**config.mk**
```make
export PLATFORM = sky130hd
export DESIGN_NAME = pong_scoreboard_flat
export DESIGN_NICKNAME = d
export VERILOG_FILES = /design/src/rtl/pong_scoreboard_if.sv /design/src/rtl/pong_scoreboard.sv /design/src/flat_wrapper.sv
export SDC_FILE = /design/constraint.sdc
export NUM_CORES = 1
export LEC_CHECK = 0
export ABC_CLOCK_PERIOD_IN_PS = 8800
export CORE_UTILIZATION = 45
export CTS_CLUSTER_DIAMETER = 200
export DETAILED_ROUTE_END_ITERATION = 10
export PLACE_DENSITY_LB_ADDON = 0.25
export SETUP_SLACK_MARGIN = 0.2
export SYNTH_ARGS = -nofsm -noshare
export SYNTH_HDL_FRONTEND = slang
export SYNTH_SLANG_ARGS = --single-unit
export TNS_END_PERCENT = 100
```
**constraint.sdc**
```tcl
create_clock -name clk50M -period 8.8 [get_ports clk50M]
set_clock_uncertainty 0.05 [all_clocks]
set_input_delay 1.76 -clock clk50M [delete_from_list [all_inputs] [get_ports clk50M]]
set_output_delay 1.76 -clock clk50M [all_outputs]
set_load 0.02 [all_outputs]
```
**src/rtl/pong_scoreboard_if.sv**
```systemverilog
// rtl/pong_scoreboard_if.sv - game event inputs and display/status outputs of the scoreboard
interface pong_scoreboard_if;
  logic       endofframe;
  logic [1:0] missed;
  logic [1:0] collided;
  logic       score_clr;
  logic [7:0] seven_value;
  logic [3:0] disp_select;
  logic       game_over;
  logic [1:0] winner;
  logic [7:0] rally;

  modport master (
    output endofframe, missed, collided, score_clr,
    input  seven_value, disp_select, game_over, winner, rally
  );

  modport slave (
    input  endofframe, missed, collided, score_clr,
    output seven_value, disp_select, game_over, winner, rally
  );
endinterface

```
**src/rtl/pong_scoreboard.sv**
```systemverilog
// rtl/pong_scoreboard.sv - BCD scores, match FSM, rally counter and 4-digit display scan
module pong_scoreboard #(
  parameter logic [6:0] WIN_SCORE      = 7'd11,
  parameter logic [7:0] LOCKOUT_FRAMES = 8'd60,
  parameter int         REFRESH_BITS   = 18
) (
  input  logic clk50M,
  input  logic reset,
  pong_scoreboard_if.slave bus
);

  typedef enum logic [1:0] {PLAY = 2'd0, LOCKOUT = 2'd1, OVER = 2'd2} state_t;

  state_t state, state_nxt;

  logic [1:0] missed_q, collided_q;
  logic       eof_q;
  logic [1:0] miss_ev, hit_ev;
  logic       frame_ev;

  logic [7:0] p0_score, p1_score, p0_nxt, p1_nxt;
  logic [7:0] p0_inc, p1_inc;
  logic [7:0] lock_cnt, lock_nxt;
  logic [7:0] rally_q, rally_nxt;
  logic [1:0] winner_q, winner_nxt;
  logic [1:0] hit_cnt;
  logic [8:0] rally_sum;

  logic [REFRESH_BITS-1:0] scan_cnt;
  logic [1:0] sel;
  logic [3:0] digit;
  logic [3:0] sel_n;
  logic       dp_on;
  logic [7:0] seg_code;
  logic [7:0] seven_q;
  logic [3:0] disp_q;

  function automatic logic [7:0] bcd_inc(input logic [7:0] v);
    if (v[3:0] == 4'd9) return {v[7:4] + 4'd1, 4'd0};
    else                return {v[7:4], v[3:0] + 4'd1};
  endfunction

  function automatic logic [6:0] bcd_bin(input logic [7:0] v);
    return ({3'b000, v[7:4]} * 7'd10) + {3'b000, v[3:0]};
  endfunction

  function automatic logic [7:0] seg_lut(input logic [3:0] d);
    case (d)
      4'd0:    return 8'hC0;
      4'd1:    return 8'hF9;
      4'd2:    return 8'hA4;
      4'd3:    return 8'hB0;
      4'd4:    return 8'h99;
      4'd5:    return 8'h92;
      4'd6:    return 8'h82;
      4'd7:    return 8'hF8;
      4'd8:    return 8'h80;
      4'd9:    return 8'h90;
      default: return 8'hFF;
    endcase
  endfunction

  // Event pulses are registered so every downstream decision sees a clean one-cycle strobe.
  always_ff @(posedge clk50M or posedge reset) begin
    if (reset) begin
      missed_q   <= 2'b00;
      collided_q <= 2'b00;
      eof_q      <= 1'b0;
      miss_ev    <= 2'b00;
      hit_ev     <= 2'b00;
      frame_ev   <= 1'b0;
    end else begin
      missed_q   <= bus.missed;
      collided_q <= bus.collided;
      eof_q      <= bus.endofframe;
      miss_ev    <= bus.missed & ~missed_q;
      hit_ev     <= bus.collided & ~collided_q;
      frame_ev   <= bus.endofframe & ~eof_q;
    end
  end

  assign p0_inc    = bcd_inc(p0_score);
  assign p1_inc    = bcd_inc(p1_score);
  assign hit_cnt   = {1'b0, hit_ev[0]} + {1'b0, hit_ev[1]};
  assign rally_sum = {1'b0, rally_q} + {7'b0, hit_cnt};

  always_comb begin
    state_nxt  = state;
    p0_nxt     = p0_score;
    p1_nxt     = p1_score;
    lock_nxt   = lock_cnt;
    winner_nxt = winner_q;
    rally_nxt  = rally_q;

    if (miss_ev == 2'b00 && hit_cnt != 2'd0)
      rally_nxt = rally_sum[8] ? 8'hFF : rally_sum[7:0];

    case (state)
      PLAY: begin
        if (miss_ev == 2'b11) begin
          state_nxt = LOCKOUT;
          lock_nxt  = LOCKOUT_FRAMES;
        end else if (miss_ev[1]) begin
          p0_nxt    = p0_inc;
          rally_nxt = 8'd0;
          if (bcd_bin(p0_inc) == WIN_SCORE) begin
            state_nxt  = OVER;
            winner_nxt = 2'b01;
          end else begin
            state_nxt = LOCKOUT;
            lock_nxt  = LOCKOUT_FRAMES;
          end
        end else if (miss_ev[0]) begin
          p1_nxt    = p1_inc;
          rally_nxt = 8'd0;
          if (bcd_bin(p1_inc) == WIN_SCORE) begin
            state_nxt  = OVER;
            winner_nxt = 2'b10;
          end else begin
            state_nxt = LOCKOUT;
            lock_nxt  = LOCKOUT_FRAMES;
          end
        end
      end
      LOCKOUT: begin
        if (lock_cnt == 8'd0)
          state_nxt = PLAY;
        else if (frame_ev)
          lock_nxt = lock_cnt - 8'd1;
      end
      OVER: begin
        state_nxt = OVER;
      end
      default: begin
        state_nxt = PLAY;
      end
    endcase

    if (bus.score_clr) begin
      state_nxt  = PLAY;
      p0_nxt     = 8'h00;
      p1_nxt     = 8'h00;
      lock_nxt   = 8'd0;
      winner_nxt = 2'b00;
      rally_nxt  = 8'd0;
    end
  end

  always_ff @(posedge clk50M or posedge reset) begin
    if (reset) begin
      state    <= PLAY;
      p0_score <= 8'h00;
      p1_score <= 8'h00;
      lock_cnt <= 8'd0;
      winner_q <= 2'b00;
      rally_q  <= 8'd0;
    end else begin
      state    <= state_nxt;
      p0_score <= p0_nxt;
      p1_score <= p1_nxt;
      lock_cnt <= lock_nxt;
      winner_q <= winner_nxt;
      rally_q  <= rally_nxt;
    end
  end

  assign sel = scan_cnt[REFRESH_BITS-1 -: 2];

  always_comb begin
    digit = p1_score[3:0];
    sel_n = 4'b1110;
    dp_on = 1'b0;
    case (sel)
      2'd0: begin digit = p1_score[3:0]; sel_n = 4'b1110; dp_on = (state == OVER) && winner_q[1]; end
      2'd1: begin digit = p1_score[7:4]; sel_n = 4'b1101; end
      2'd2: begin digit = p0_score[3:0]; sel_n = 4'b1011; dp_on = (state == OVER) && winner_q[0]; end
      2'd3: begin digit = p0_score[7:4]; sel_n = 4'b0111; end
      default: begin digit = 4'hF; sel_n = 4'b1111; end
    endcase
  end

  assign seg_code = seg_lut(digit);

  // Display outputs are registered so digit switches never glitch the segments.
  always_ff @(posedge clk50M or posedge reset) begin
    if (reset) begin
      scan_cnt <= '0;
      seven_q  <= 8'hFF;
      disp_q   <= 4'b1111;
    end else begin
      scan_cnt <= scan_cnt + 1'b1;
      seven_q  <= dp_on ? (seg_code & 8'h7F) : seg_code;
      disp_q   <= sel_n;
    end
  end

  assign bus.seven_value = seven_q;
  assign bus.disp_select = disp_q;
  assign bus.game_over   = (state == OVER);
  assign bus.winner      = winner_q;
  assign bus.rally       = rally_q;

endmodule
```
**src/flat_wrapper.sv**
```systemverilog
// flat-port wrapper written by rule: the top's interface ports become plain ports
module pong_scoreboard_flat 
#(
  parameter logic [6:0] WIN_SCORE      = 7'd11,
  parameter logic [7:0] LOCKOUT_FRAMES = 8'd60,
  parameter int         REFRESH_BITS   = 18
)
  (clk50M, reset, bus_endofframe, bus_missed, bus_collided, bus_score_clr, bus_seven_value, bus_disp_select, bus_game_over, bus_winner, bus_rally);
  pong_scoreboard_if bus_i ();
  input  logic clk50M;
  input  logic reset;
  input wire logic [$bits(bus_i.endofframe)-1:0] bus_endofframe;
  input wire logic [$bits(bus_i.missed)-1:0] bus_missed;
  input wire logic [$bits(bus_i.collided)-1:0] bus_collided;
  input wire logic [$bits(bus_i.score_clr)-1:0] bus_score_clr;
  output wire logic [$bits(bus_i.seven_value)-1:0] bus_seven_value;
  output wire logic [$bits(bus_i.disp_select)-1:0] bus_disp_select;
  output wire logic [$bits(bus_i.game_over)-1:0] bus_game_over;
  output wire logic [$bits(bus_i.winner)-1:0] bus_winner;
  output wire logic [$bits(bus_i.rally)-1:0] bus_rally;
  assign bus_i.endofframe = bus_endofframe;
  assign bus_i.missed = bus_missed;
  assign bus_i.collided = bus_collided;
  assign bus_i.score_clr = bus_score_clr;
  assign bus_seven_value = bus_i.seven_value;
  assign bus_disp_select = bus_i.disp_select;
  assign bus_game_over = bus_i.game_over;
  assign bus_winner = bus_i.winner;
  assign bus_rally = bus_i.rally;
  pong_scoreboard #(.WIN_SCORE(WIN_SCORE), .LOCKOUT_FRAMES(LOCKOUT_FRAMES), .REFRESH_BITS(REFRESH_BITS)) u_core (.clk50M(clk50M), .reset(reset), .bus(bus_i));
endmodule
```
# Yosys cells after proc, flatten, opt, wreduce, memory -nomap -nowiden
# Memory sizes are Yosys's and may differ from the RTL's.
# Index checks and enable logic that the tools add are counted.
dict set report classes {
  add_sub_neg 10
  n_mul 2
  eq_ne 19
  n_mux 46
  bitwise 6
  n_reduce_logical 19
}
# cell count
set op_table {}
lappend op_table {{2-to-1 mux 8 bit} 27}
lappend op_table {{case mux 4 bit (4 select lines)} 2}
lappend op_table {{2-to-1 mux 2 bit} 14}
lappend op_table {{adder 18 x 1 -> 18 bit, second input constant} 1}
lappend op_table {{adder 4 x 1 -> 4 bit, second input constant} 4}
lappend op_table {{case mux 8 bit (2 select lines)} 1}
lappend op_table {{adder 7 x 4 -> 7 bit} 2}
lappend op_table {{equality test 7 x 4 -> 1 bit, second input constant} 2}
lappend op_table {{multiplier 4 x 3 -> 6 bit, second input constant} 2}
lappend op_table {{adder 8 x 2 -> 9 bit} 1}
lappend op_table {{nonzero test 3 bit} 3}
lappend op_table {{equality test 2 bit, second input constant} 4}
lappend op_table {{equality test 4 bit, second input constant} 2}
lappend op_table {{zero test 8 bit} 1}
lappend op_table {{nonzero test 2 bit} 4}
lappend op_table {{subtractor 8 x 1 -> 8 bit, second input constant} 1}
lappend op_table {{zero test 2 bit} 3}
lappend op_table {{!= test 3 x 2 -> 1 bit, second input constant} 2}
lappend op_table {{!= test 3 bit, second input constant} 2}
lappend op_table {{case mux 2 bit (3 select lines)} 1}
lappend op_table {{AND reduction 6 bit} 1}
lappend op_table {{!= test 5 x 2 -> 1 bit, second input constant} 1}
lappend op_table {{!= test 5 x 3 -> 1 bit, second input constant} 1}
lappend op_table {{!= test 5 bit, second input constant} 1}
lappend op_table {{13 further kinds} 19}
dict set report totals {
  reg_bits 76
  romBits 112
  in_bits 8
  output_inout_bits 23
  wordCells 118
  mem_count 1
}
# name depth word_bits read_ports rd_ports_with_merged_regs write_ports line_no
set mem_list {}
lappend mem_list {{(name not given)} 16 7 1 0 0 pong_scoreboard.sv:48} ;# case (d)

# Longest topological paths before layout
dict set report logic_depth {
  depth_word 11
  mapped_depth 19
  mapped_depth_nobuf 18
}

# Worst setup path before layout
# No wires, ideal clock.
dict set report synth_timing {
  path_kind {flip-flop to flip-flop}
  startpoint {register u_core.p1_score[0]}
  endpoint {register u_core.lock_cnt[6]}
  setup_ps 129
  t_arrival_ps 3493
  t_required_ps 8621
  slack_ps 5128
  path_stages_with_launch 17
  n_path_buf 1
  period_less_slack_ps 3672
  cell_sequence {dfrtp_1 ha_1 nand3b_2 mux2i_1 inv_1 ha_1 ha_1 inv_1 fa_1 or2_2 a211o_1 and3_4 o2111ai_1 o211ai_2 buf_6 o21ai_0 o21ai_0}
}
dict set report synth_between {
  elab_chain_cells 7
  elab_cells_between_ends 8
  cone_classes {add/sub: 2; mul: 1; eq/ne: 3; mux: 1; reduce/logical: 1}
}
# item line_no
set synth_lines {}
lappend synth_lines {{start: declaration} pong_scoreboard.sv:21} ;# logic [7:0] p0_score, p1_score, p0_nxt, p1_nxt;
lappend synth_lines {{start signal: assignment} pong_scoreboard.sv:160} ;# p1_score <= p1_nxt;
lappend synth_lines {{equality test 4 bit} pong_scoreboard.sv:39} ;# if (v[3:0] == 4'd9) return {v[7:4] + 4'd1, 4'd0};
lappend synth_lines {{2-to-1 mux 8 bit (*)} pong_scoreboard.sv:39}
lappend synth_lines {{multiplier 4 x 3 -> 6 bit} pong_scoreboard.sv:44} ;# return ({3'b000, v[7:4]} * 7'd10) + {3'b000, v[3:0]};
lappend synth_lines {{adder 7 x 4 -> 7 bit (*)} pong_scoreboard.sv:44}
lappend synth_lines {{equality test 7 x 4 -> 1 bit (*)} pong_scoreboard.sv:116} ;# if (bcd_bin(p1_inc) == WIN_SCORE) begin
lappend synth_lines {{!= test 5 x 3 -> 1 bit (no source line) (*)} -}
lappend synth_lines {{AND reduction 6 bit (no source line) (*)} -}
lappend synth_lines {{end signal: assignment} pong_scoreboard.sv:161} ;# lock_cnt <= lock_nxt;
lappend synth_lines {{end: declaration} pong_scoreboard.sv:23} ;# logic [7:0] lock_cnt, lock_nxt;
# Every way passes the cells marked *; elsewhere a longest branch is shown, timed or not.
# A chain may end at the register's enable or synchronous reset.

# Final worst setup path
dict set report layout_timing {
  startpoint {register u_core.p0_score[0]}
  endpoint {register u_core.lock_cnt[4]}
}
dict set report layout_between {
  elab_chain_cells 7
  elab_cells_between_ends 8
  cone_classes {add/sub: 2; mul: 1; eq/ne: 3; mux: 1; reduce/logical: 1}
}
# item line_no
set layout_lines {}
lappend layout_lines {{start: declaration} pong_scoreboard.sv:21}
lappend layout_lines {{start signal: assignment} pong_scoreboard.sv:159} ;# p0_score <= p0_nxt;
lappend layout_lines {{equality test 4 bit} pong_scoreboard.sv:39}
lappend layout_lines {{2-to-1 mux 8 bit (*)} pong_scoreboard.sv:39}
lappend layout_lines {{multiplier 4 x 3 -> 6 bit} pong_scoreboard.sv:44}
lappend layout_lines {{adder 7 x 4 -> 7 bit (*)} pong_scoreboard.sv:44}
lappend layout_lines {{equality test 7 x 4 -> 1 bit (*)} pong_scoreboard.sv:106} ;# if (bcd_bin(p0_inc) == WIN_SCORE) begin
lappend layout_lines {{!= test 5 bit (no source line) (*)} -}
lappend layout_lines {{AND reduction 6 bit (no source line) (*)} -}
# Marked as above.

==> results <==
- Dividing the final minimum period by the clock period gives 0.476.
- The number of library cell types mapped by synthesis is 63.
- The portion of synthesized area spent on multiplexers is 0.0290.
- The initial cell density of the core is 0.473.
- The final standard cell area without fillers is 5060 um^2.
- The adder and majority cell fraction of the synthesized area is 0.107.
- The signal on the critical path passes through ha_1 > nand3b_4 > mux2i_1 > inv_1 > ha_1 > ha_1 > inv_1 > fa_1 > inv_1 > a2111oi_0 > a22o_2 > a41oi_1 > o211ai_2 > a21oi_1 > o22a_2.
- Summed over all nets, the switching power comes to 0.201 mW.
- The met1 layer usage reported by global route is 0.248.
- For the final routed database, the setup TNS stands at 0 ps.
- The first detailed-routing pass ran for 4 iterations.
- Of the total power, the clock network draws 0.375.
- The number of gates given a new drive strength after cts is 0.
- The repair_antennas step left the layout with diodes totalling 0.
- Measured along the y axis, the die boundary spans 101 um.
- The largest incremental delay on the critical path is between 500 and 600 ps.
- The H-tree was split into 3 levels.
- For this block, the routed nets add up to approximately 8500 um of wire.
- The actual slew at the worst max-slew pin is 1160 ps.
- For this design the ratio of total power to cell area is about 150 nW/um^2.
- The count of warnings emitted by yosys is 0.
- The share of final-layout standard cells stronger than drive strength 1 is 0.109.
- The worst relative slew slack is 0.219.
- The number of global-route vias before repair came to roughly 3100.
- The total of buffers placed on input and output ports is 30.
- TritonCTS built the clock tree.
- The worst setup path is captured at a register.
- The number of flip-flops and latches in the synthesized netlist is 76.
- The internal portion of total power is 0.547 mW.
- The die covers around 10000 um^2.
- The wire-length estimate of the detail-placed layout is 6130 um.
- The library cell with the largest summed area after synthesis is dfrtp_1.
- The number of synthesized flops with an enable pin is 0.
- Yosys attributes the largest share of cell area to dfrtp_1, ha_1, dfstp_2.
- The floorplan die width is 101 um.
- The largest voltage drop on the vdd net is a little over 0.09 mV.
- The switching fraction of total power is 0.269.
- The number of violations reported at the end of detailed-routing iteration 0 is 169.
- The sequential group share of total power is 0.508.
- The maximum net fanout on the critical path is 13.
- Setup violations remaining at the end of the flow were counted as 0.
- The flow ran to the end, and the final reports show no timing, DRC or antenna violations.
- The cell row count is 35.
- The worst min-delay path class is reg -> reg.
- The simple-gate area share of the yosys netlist is 0.202.
- The slowest library cell on the worst path is fa_1.
- The busiest layer in global routing is met2.
- The combinational group share of total power is 0.117.
- The arrival time of data at the critical path endpoint is ~4400 ps.
- The flop-to-flop setup slack is 4610 ps.
- The detailed-route wire length per cell is about 14 um.
- Once placement completed, the tool counted placed cells totaling roughly 600.
- The global routing usage on met2 is 0.299.
- The clock insertion delay at the later pin of the skew report is 370 ps.
- For this block, the via count after detailed routing is between 3000 and 4000.
- Setup repair after global routing left no endpoint under its margin.
- The first global-routing pass estimated about 15000 um of wire.
- The final critical-path required period is between 4000 and 5000 ps.
- Post-CTS timing repair inserted 0 buffers for setup.
- The region available for standard cell placement spans 9420 um^2.
- The leading register cell type out of synthesis is dfrtp_1.
- The maximum number of pins on one net before global-route repair is between 70 and 80.
- Global routing finished with a remaining overflow of 0.
- After detailed placement, the total cell area comes to between 4000 and 5000 um^2.
- At the end of routability-driven placement, the weighted congestion stood at 0.807.
- The clock transition time at the flip-flop clock pins of the worst setup and hold paths is ~80 ps.
- Prior to clock tree synthesis, the placed netlist has a worst setup slack of ~4300 ps.
- Of all flip-flops after synthesis, the portion carrying an async set or reset was 1.00.
- Clock tree synthesis inserted a total of 9 buffers.
- The reported max-cap violation count is 0.
- The worst setup slack after layout is about 4600 ps.
- Total power for the finished layout comes to around 0.75 mW.
- The count of hold-fix buffers inserted at cts is 0.
- After synthesis the cells add up to roughly 4500 um^2.
- From synthesis to final layout, the design area changed by 13.7%.
- The maximum root-to-sink buffer count is 2.
- After detailed routing, the number of remaining DRC violations is 0.
- The required time of the critical path is ~9000 ps.
- The instance count of the mapped netlist is ~450.
- In this run the remaining antenna-violating nets after routing total 0.
- For this run, the register share of the synthesized area comes to 0.431.
- The share of synthesized area in the top cell type comes to 0.360.
- The finished layout holds ~620 standard cells, fillers aside.
- The number of antenna violations at the first check in global routing is 0.
- Synthesis produced a netlist with a net count of between 400 and 500.
- The setup path with the least slack is of type reg -> reg.
- The met3 routing resource usage after global routing is 0.0331.
- The average instance in the mapped netlist occupies 9.91 um^2.
- The post-synthesis xor/xnor area fraction is 0.0728.
- The worst setup path is launched from a register.
- Static timing analysis puts the maximum clock frequency at ~0.24 GHz.
- The post-synthesis compound-gate area fraction is 0.115.
- The I/O pin count is 31.
- The final-report max-slew violation count is 0.
- The number of sinks handled by clock tree synthesis is 76.
- The final hold violation count was 0.
- The root buffer cell is clkbuf_8.
- Summed over all cells, the static leakage comes to roughly 2.2 nW.
- Dividing the detail-routed via count by the number of cells gives 5.30.
- The combinational family with the most area after synthesis is simple AND/OR/NAND/NOR gates.
- The total routing usage reported by global routing is 0.187.
- The final layout contains between 500 and 600 nets.
## sequential cells by signal, summed over array words and instances (netlist names)
| name | flops |
|---|---|
| u_core.missed_q | 2 |
| u_core.miss_ev | 2 |
| u_core.bus.disp_select | 4 |
| u_core.bus.winner | 2 |
| u_core.scan_cnt | 18 |
| u_core.frame_ev | 1 |
| u_core.collided_q | 2 |
| u_core.bus.seven_value | 8 |
| u_core.lock_cnt | 8 |
| u_core.p1_score | 8 |
| u_core.state | 2 |
| u_core.hit_ev | 2 |
| u_core.eof_q | 1 |
| u_core.bus.rally | 8 |
| u_core.p0_score | 8 |
## final timing paths
check	cells after the start	start	endpoint
min in group asynchronous	3	reset	u_core.bus.rally[0]
max in group asynchronous	3	reset	u_core.scan_cnt[3]
max reg2reg	15	u_core.p0_score[0]	u_core.lock_cnt[4]
min	1	u_core.missed_q[1]	u_core.miss_ev[1]
max	15	u_core.p0_score[0]	u_core.lock_cnt[4]
min reg2reg	1	u_core.missed_q[1]	u_core.miss_ev[1]
## worst max-delay path: cells and delay by family (launching register included)
| family | cells | cell delay [ps] |
|---|---|---|
| compound gates | 6 | 1560 |
| fa+ha+maj | 4 | 1270 |
| buf+inv | 3 | 230 |
| flops | 1 | 460 |
| mux | 1 | 380 |
| simple gates | 1 | 130 |
## power groups by stage
stage / clock network, mW / registers [mW] / logic [mW]
CTS: 0.287 / 0.380 / 0.0888
finish: 0.281 / 0.380 / 0.0879
global route: 0.302 / 0.382 / 0.0994
floorplan: 0 / 0.384 / 0.0691
detailed placement: 0 / 0.387 / 0.0884
global placement: 0 / 0.386 / 0.0860
## Yosys cell counts, drive strengths merged, types with 4 or more instances
library cell	n
o22a	4
dfrtp	64
nand2b	7
nor4	4
mux2i	5
nand3	20
xnor2	24
inv	33
nor2b	17
fa	5
xor2	13
nor2	38
nor3	13
o21ai	20
ha	30
dfstp	12
buf	4
clkbuf	6
a21oi	20
nand3b	4
or2	7
or3	5
and3	9
nand2	41
## cells in the final DEF, fill, tap and decap left out, drive strengths merged, types with 7 or more instances in the layout
cell type and count:
clkbuf 11, nand2b 7, inv 34, a21oi 20, dfstp 12, nor3 13
nand2 41, nor2b 17, xnor2 24, dfrtp 64, ha 30, xor2 13
or2 7, nor2 38, clkdlybuf4s50 30, and3 9, o21ai 20, nand3 20
## through the flow
step	hold WS, ps	utilization
2_1_floorplan	328	-
3_3_place_gp	333	0.515
3_5_place_dp	332	0.515
4_1_cts	330	0.538
5_1_grt	357	0.538
6_report	326	0.538
## cell type report
cell class                      count  area (um^2)
Sequential cell                    76         1920
Clock buffer                       11          151
Clock inverter                      5         57.6
Multi-Input combinational cell    330         2340
Inverter                           33          124
Tap cell                          129          161
Fill cell                         837         4350
Timing Repair Buffer               31          308
## cell families after synthesis
kind of cell | after synthesis
xor gates and xnor gates | 37
buffers and inverters | 43
adders and majority gates | 35
AOI/OAI and AO/OA | 75
DFF | 76
and+or+nand+nor | 174
muxes | 9
## metal layers
metal  share of wire  wire (um)
met5               0          0
met4           0.012        104
met3           0.028        233
met2            0.48       4040
met1            0.48       4080
Power figures use the tool's default switching activity.
==> variant 1, RTL diff (same flow settings) <==
`REFRESH_BITS` is set to 18 in 2 places; all go to 36.
--- a/src/rtl/pong_scoreboard.sv
+++ b/src/rtl/pong_scoreboard.sv
@@ -4,3 +4,3 @@
   parameter logic [7:0] LOCKOUT_FRAMES = 8'd60,
-  parameter int         REFRESH_BITS   = 18
+  parameter int         REFRESH_BITS   = 36
 ) (
--- a/src/flat_wrapper.sv
+++ b/src/flat_wrapper.sv
@@ -5,3 +5,3 @@
   parameter logic [7:0] LOCKOUT_FRAMES = 8'd60,
-  parameter int         REFRESH_BITS   = 18
+  parameter int         REFRESH_BITS   = 36
 )
Function: no difference found for any inputs over 10 cycles, from zero or initial values and one cycle with reset high; that may be too few to reach the edited logic, so the function may still have changed.
==> variant 1 against the unedited design <==
Routed wire length rose by 11%; total power is 25% higher; cell area grew 16%; synthesized cell count up 12%; synthesized area increased by 16%; critical endpoint is now u_core.lock_cnt[2]; worst setup slack improved by 0.038 ns; sequential cell count rose by 18.
==> variant 1: results (changes against the unedited design) <==
INSERTION_DELAY_NS=0.35  # -0.02 ns
CLOCK_PIN_TRANSITION_ON_THE_WORST_SETUP_AND_HOLD_TIMING_PATHS_NS=0.06  # -0.02 ns
INITIAL_ANTENNA_VIOLATION_COUNT=0  # unchanged
CTS_HTREE_LEVELS=3  # unchanged
ASYNC_FLOP_SHARE=1.00  # unchanged
CRIT_PATH_MAX_INCR_DELAY_NS=0.58  # +0.03 ns
MAXIMUM_FANOUT_ALONG_THE_WORST_PATH=15  # +2
ANTENNA_CELLS_INSERTED=0  # unchanged
HOLD_CLASS='reg -> reg'
POST_SYNTH_INST_COUNT=505  # +12%
MIN-DELAY-START='u_core.collided_q[1]'
YOSYS_WARNINGS=0  # unchanged
GLOBALPLACE.CONGESTION=0.851  # +5.4%
SYNTH_CELL_TYPE_COUNT=60  # -4.8%
RELSLEWSLACK=0.374  # +0.154
SYNTH_SEQ_AREA_SHARE=0.458  # +0.0274
LARGEST_REGISTER_FFS=36  # +18
LARGEST_NET_DEGREE_AT_THE_START_OF_GLOBAL_ROUTING=56  # -27%
IR_DROP_uV=97.0  # +3.7%
BUFFER_PORTS.INSERTED=30  # unchanged
DETAIL_ROUTE.ITER0.VIOLATIONS=188  # +11%
FINAL_NETS=579  # +10%
GRT_PASS1_WL_UM=16700  # +14%
WORST_SETUP_PATH_START_KIND='flop'
CRIT_PATH_TOP_DELAY_CELL='sky130_fd_sc_hd__o211ai_2'
DRT-VIAS-PER-INSTANCE=5.35  # +0.84%
GRT_USE_TOTAL=0.183  # -0.00390
STATUS='finished, final reports clean'
CRIT_ARRIVAL_NS=4.33  # -0.07 ns
CTS_ROOT_BUF='sky130_fd_sc_hd__clkbuf_16'
SHARE_OF_LAYOUT_CELLS_ABOVE_DRIVE_STRENGTH_1=0.100  # -0.00905
LARGEST_REGISTER='u_core.scan_cnt'
FP-ROW-COUNT=38  # +8.6%
CRITICAL_PATH.REG2REG.STARTPOINT='u_core.p0_score[1]'
POST-ROUTE-DRC-COUNT=0  # unchanged
CTS_MAX_PATH_BUFFERS=2  # unchanged
MAX_CAP_VIOL_COUNT=0  # unchanged
LEAKAGE_POWER_FIGURE_nW=2.54  # +15%
NETLIST_TOP_CELLS_AREA='sky130_fd_sc_hd__dfrtp_1, sky130_fd_sc_hd__ha_1, sky130_fd_sc_hd__xnor2_1'
DP_HPWL_UM=6860  # +12%
SYNTH_FP_NETS=548  # +11%
DRT_PRE_ANTENNA_ITERS=5  # +1
TOP_FAMILY_BY_DELAY_ON_CRITICAL_PATH='adder cells'
TRITONCTS.NUM_BUFFERS=9  # unchanged
WL_PER_CELL_UM=13.8  # +0.68%
POST_CTS_RESIZE_COUNT=0  # unchanged
VIA_COUNT_OF_THE_FIRST_GLOBAL_ROUTING_PASS=3611  # +16%
SYNTH.CELLS.MOST_FREQUENT='sky130_fd_sc_hd__dfrtp_1, sky130_fd_sc_hd__nand2_1, sky130_fd_sc_hd__nor2_1, sky130_fd_sc_hd__xnor2_1, sky130_fd_sc_hd__inv_1'
[variant 1: changes by cell type after synthesis, sizes merged, moves of 4 or more]
cell	change
and2	+4
nor3b	+4
xnor2	+16
nand2	+4
nand3	+8
or2	-5
nor2	+6
nor2b	-6
dfrtp	+18
[variant 1: logic make-up (layout without fill, tap and decap cells)]
| family | count (synthesis) | after routing | synth area share |
|---|---|---|---|
| DFF | 94 | 94 | 0.458 |
| and+or+nand+nor | 191 | 191 | 0.194 |
| AOI/OAI and AO/OA | 72 | 72 | 0.0891 |
| xor gates and xnor gates | 55 | 55 | 0.0959 |
| buffers and inverters | 44 | 79 | 0.0351 |
| muxes | 14 | 14 | 0.0358 |
| adders and majority gates | 35 | 35 | 0.0920 |
[variant 1: metal layers]
metal	track usage	up-vias	wire length (um)
met5	0	-	0
li1	-	1795	-
met4	0.0840	0	161
met1	0.240	1776	4410
met3	0.0305	11	230
met2	0.296	55	4600
[variant 1: path summary, 6_finish.rpt]
| kind | to | slack, ns | depth (start not counted) |
|---|---|---|---|
| max | u_core.lock_cnt[2] | 4.65 | 15 |
| max in group asynchronous | u_core.p1_score[6] | 5.84 | 3 |
| min in group asynchronous | u_core.scan_cnt[1] | 1.76 | 2 |
| min | u_core.hit_ev[1] | 0.34 | 1 |
| max reg2reg | u_core.lock_cnt[2] | 4.65 | 15 |
| min reg2reg | u_core.hit_ev[1] | 0.34 | 1 |
[variant 1: final cells by class]
type | instances | area, um2
sequential | 94 | 2370
multi-input combinational | 367 | 2620
inverter | 32 | 121
fill | 1009 | 5140
clock inverter | 5 | 60.1
timing repair buffer | 32 | 315
tap | 140 | 175
clock buffer | 10 | 229
[variant 1: through the flow]
stage / setup slack [ns] / util / instance area [um2] / hold slack [ns] / cells
finish: 4.65 / 0.534 / 5890 / 0.343 / 680
detailed placement: 4.59 / 0.507 / 5600 / 0.338 / 665
global placement: 4.73 / 0.507 / 5600 / 0.334 / 665
floorplan: 4.56 / - / 5170 / 0.328 / 505
global route: 4.27 / 0.534 / 5890 / 0.352 / 680
CTS: 4.65 / 0.534 / 5890 / 0.347 / 680
[variant 1: report_power, final]
group	switching, mW	internal, mW
sequential	0.0151	0.447
clock	0.161	0.220
combinational	0.0540	0.0365
==> variant 2, RTL diff (config.mk and constraints unchanged) <==
Without the edit above. Re-encode `state_t` (3 states) as one-hot, 3 bits wide.
--- a/src/rtl/pong_scoreboard.sv
+++ b/src/rtl/pong_scoreboard.sv
@@ -11,3 +11,3 @@
 
-  typedef enum logic [1:0] {PLAY = 2'd0, LOCKOUT = 2'd1, OVER = 2'd2} state_t;
+  typedef enum logic [2:0] {PLAY = 3'b001, LOCKOUT = 3'b010, OVER = 3'b100} state_t;
 
Check against the original RTL: no difference found for any inputs over 10 cycles, from zero or initial values and one cycle with reset high; not proved beyond that.
==> variant 2 against the unedited design <==
Sequential power is 2% lower; worst hold slack better by 0.026 ns; sequential cell count grew 1; cell area rose by 2.2%; total power shrank 4.7%; highest routed layer unchanged; synthesized area increased by 2.4%; routed wire length up 3.7%; largest power group unchanged; worst setup slack worse by 0.11 ns; critical path depth is 2 higher; final cell count down 0.81%.
==> variant 2: results (changes against the unedited design) <==
SYNTH_SEQ_AREA_SHARE=0.426  # -0.00440
SYNTHESIZED_AREA_FRACTION_OCCUPIED_BY_AO_OA_AOI_AND_OAI_CELLS=0.117  # +0.00195
TIMING.CRITICAL_PATH.FROM='u_core.p0_score[1]'
MET1_LENGTH_UM=4110  # +0.83%
POWER_CLOCK_mW=0.276  # -2%
PLACED_CELLS=594  # -0.83%
SUM_OF_MET2_WIRE_SEGMENT_LENGTHS_AFTER_DETAILED_ROUTING_UM=4210  # +4.4%
TOTALWIRELENGTH_UM=8770  # +3.7%
PLACEDINSTANCEAREA_UM2=4960  # +2.3%
SYNTH.CELLS.MOST_FREQUENT='sky130_fd_sc_hd__dfrtp_1, sky130_fd_sc_hd__nand2_1, sky130_fd_sc_hd__nor2_1, sky130_fd_sc_hd__ha_1, sky130_fd_sc_hd__inv_1'
SHARE_OF_LAYOUT_CELLS_ABOVE_DRIVE_STRENGTH_1=0.119  # +0.0104
MIN-DELAY-START='u_core.missed_q[0]'
SYNTH_CELL_TYPE_COUNT=66  # +4.8%
DP_HPWL_UM=6370  # +3.8%
R2R_END='u_core.lock_cnt[0]'
SWITCHING_PWR_mW=0.181  # -10%
VIA_COUNT_OF_THE_FIRST_GLOBAL_ROUTING_PASS=3314  # +6.0%
CRIT_PATH_TOP_DELAY_CELL='sky130_fd_sc_hd__o32ai_4'
STATUS='finished, final reports clean'
SYNTH_FP_NETS=483  # -1.8%
LEAKAGE_POWER_FIGURE_nW=2.39  # +7.9%
LARGEST_NET_DEGREE_AT_THE_START_OF_GLOBAL_ROUTING=78  # +1.3%
GRT.MET3_USAGE=0.0366  # +0.00348
ROUTE.VIAS.TOTAL=3208  # -1.7%
POWERCOMB_mW=0.0635  # -28%
RELSLEWSLACK=0.365  # +0.146
YOSYS-MUX-AREA-FRACTION=0.0376  # +0.00865
POST_SYNTH_INST_COUNT=440  # -2.0%
POST-SYNTH-TOP-AREA-FRACTION=0.351  # -0.00850
AREA_SHARE_OF_XOR_XNOR_CELLS_IN_THE_SYNTHESIZED_DESIGN=0.0906  # +0.0178
DETAIL_ROUTE.ITER0.VIOLATIONS=103  # -39%
ROUTE.MET3.WL_UM=310  # +33%
R2R_SETUP_SLACK_NS=4.50  # -0.11 ns
POST_SYNTH_FA_HA_MAJ_AREA_FRACTION=0.104  # -0.00252
GLOBALPLACE.CONGESTION=0.907  # +12%
FINAL_NETS=515  # -1.7%
FF2FF_PATH_DEPTH=17  # +2
INSERTION_DELAY_NS=0.35  # -0.02 ns
GROUTE.LAYER.MET2.USAGE=0.315  # +0.0166
IR_DROP_uV=109  # +17%
variant 2: cell types whose count changed in the layout (fill, tap and decap cells not counted), moves of 4 or more:
cell	change
sky130_fd_sc_hd__and2_1	+4
sky130_fd_sc_hd__xor2_1	+11
sky130_fd_sc_hd__xnor2_1	-8
sky130_fd_sc_hd__nor3_1	-8
sky130_fd_sc_hd__o21ai_0	-4
sky130_fd_sc_hd__a21o_1	+4
sky130_fd_sc_hd__nor2b_1	-8
variant 2: per-stage QoR:
step	worst slack [ns]	power (mW)	utilization
2_1_floorplan	5.04	0.425	-
3_3_place_gp	4.66	0.443	0.508
3_5_place_dp	4.54	0.443	0.508
4_1_cts	4.52	0.723	0.529
5_1_grt	4.08	0.746	0.529
6_report	4.50	0.713	0.529
variant 2: area by class of cell:
class                           count  area (um2)
Clock buffer                       11         141
Clock inverter                      5        65.1
Fill cell                         863        4600
Inverter                           30         113
Multi-Input combinational cell    323        2430
Sequential cell                    77        1940
Tap cell                          133         166
Timing Repair Buffer               31         308
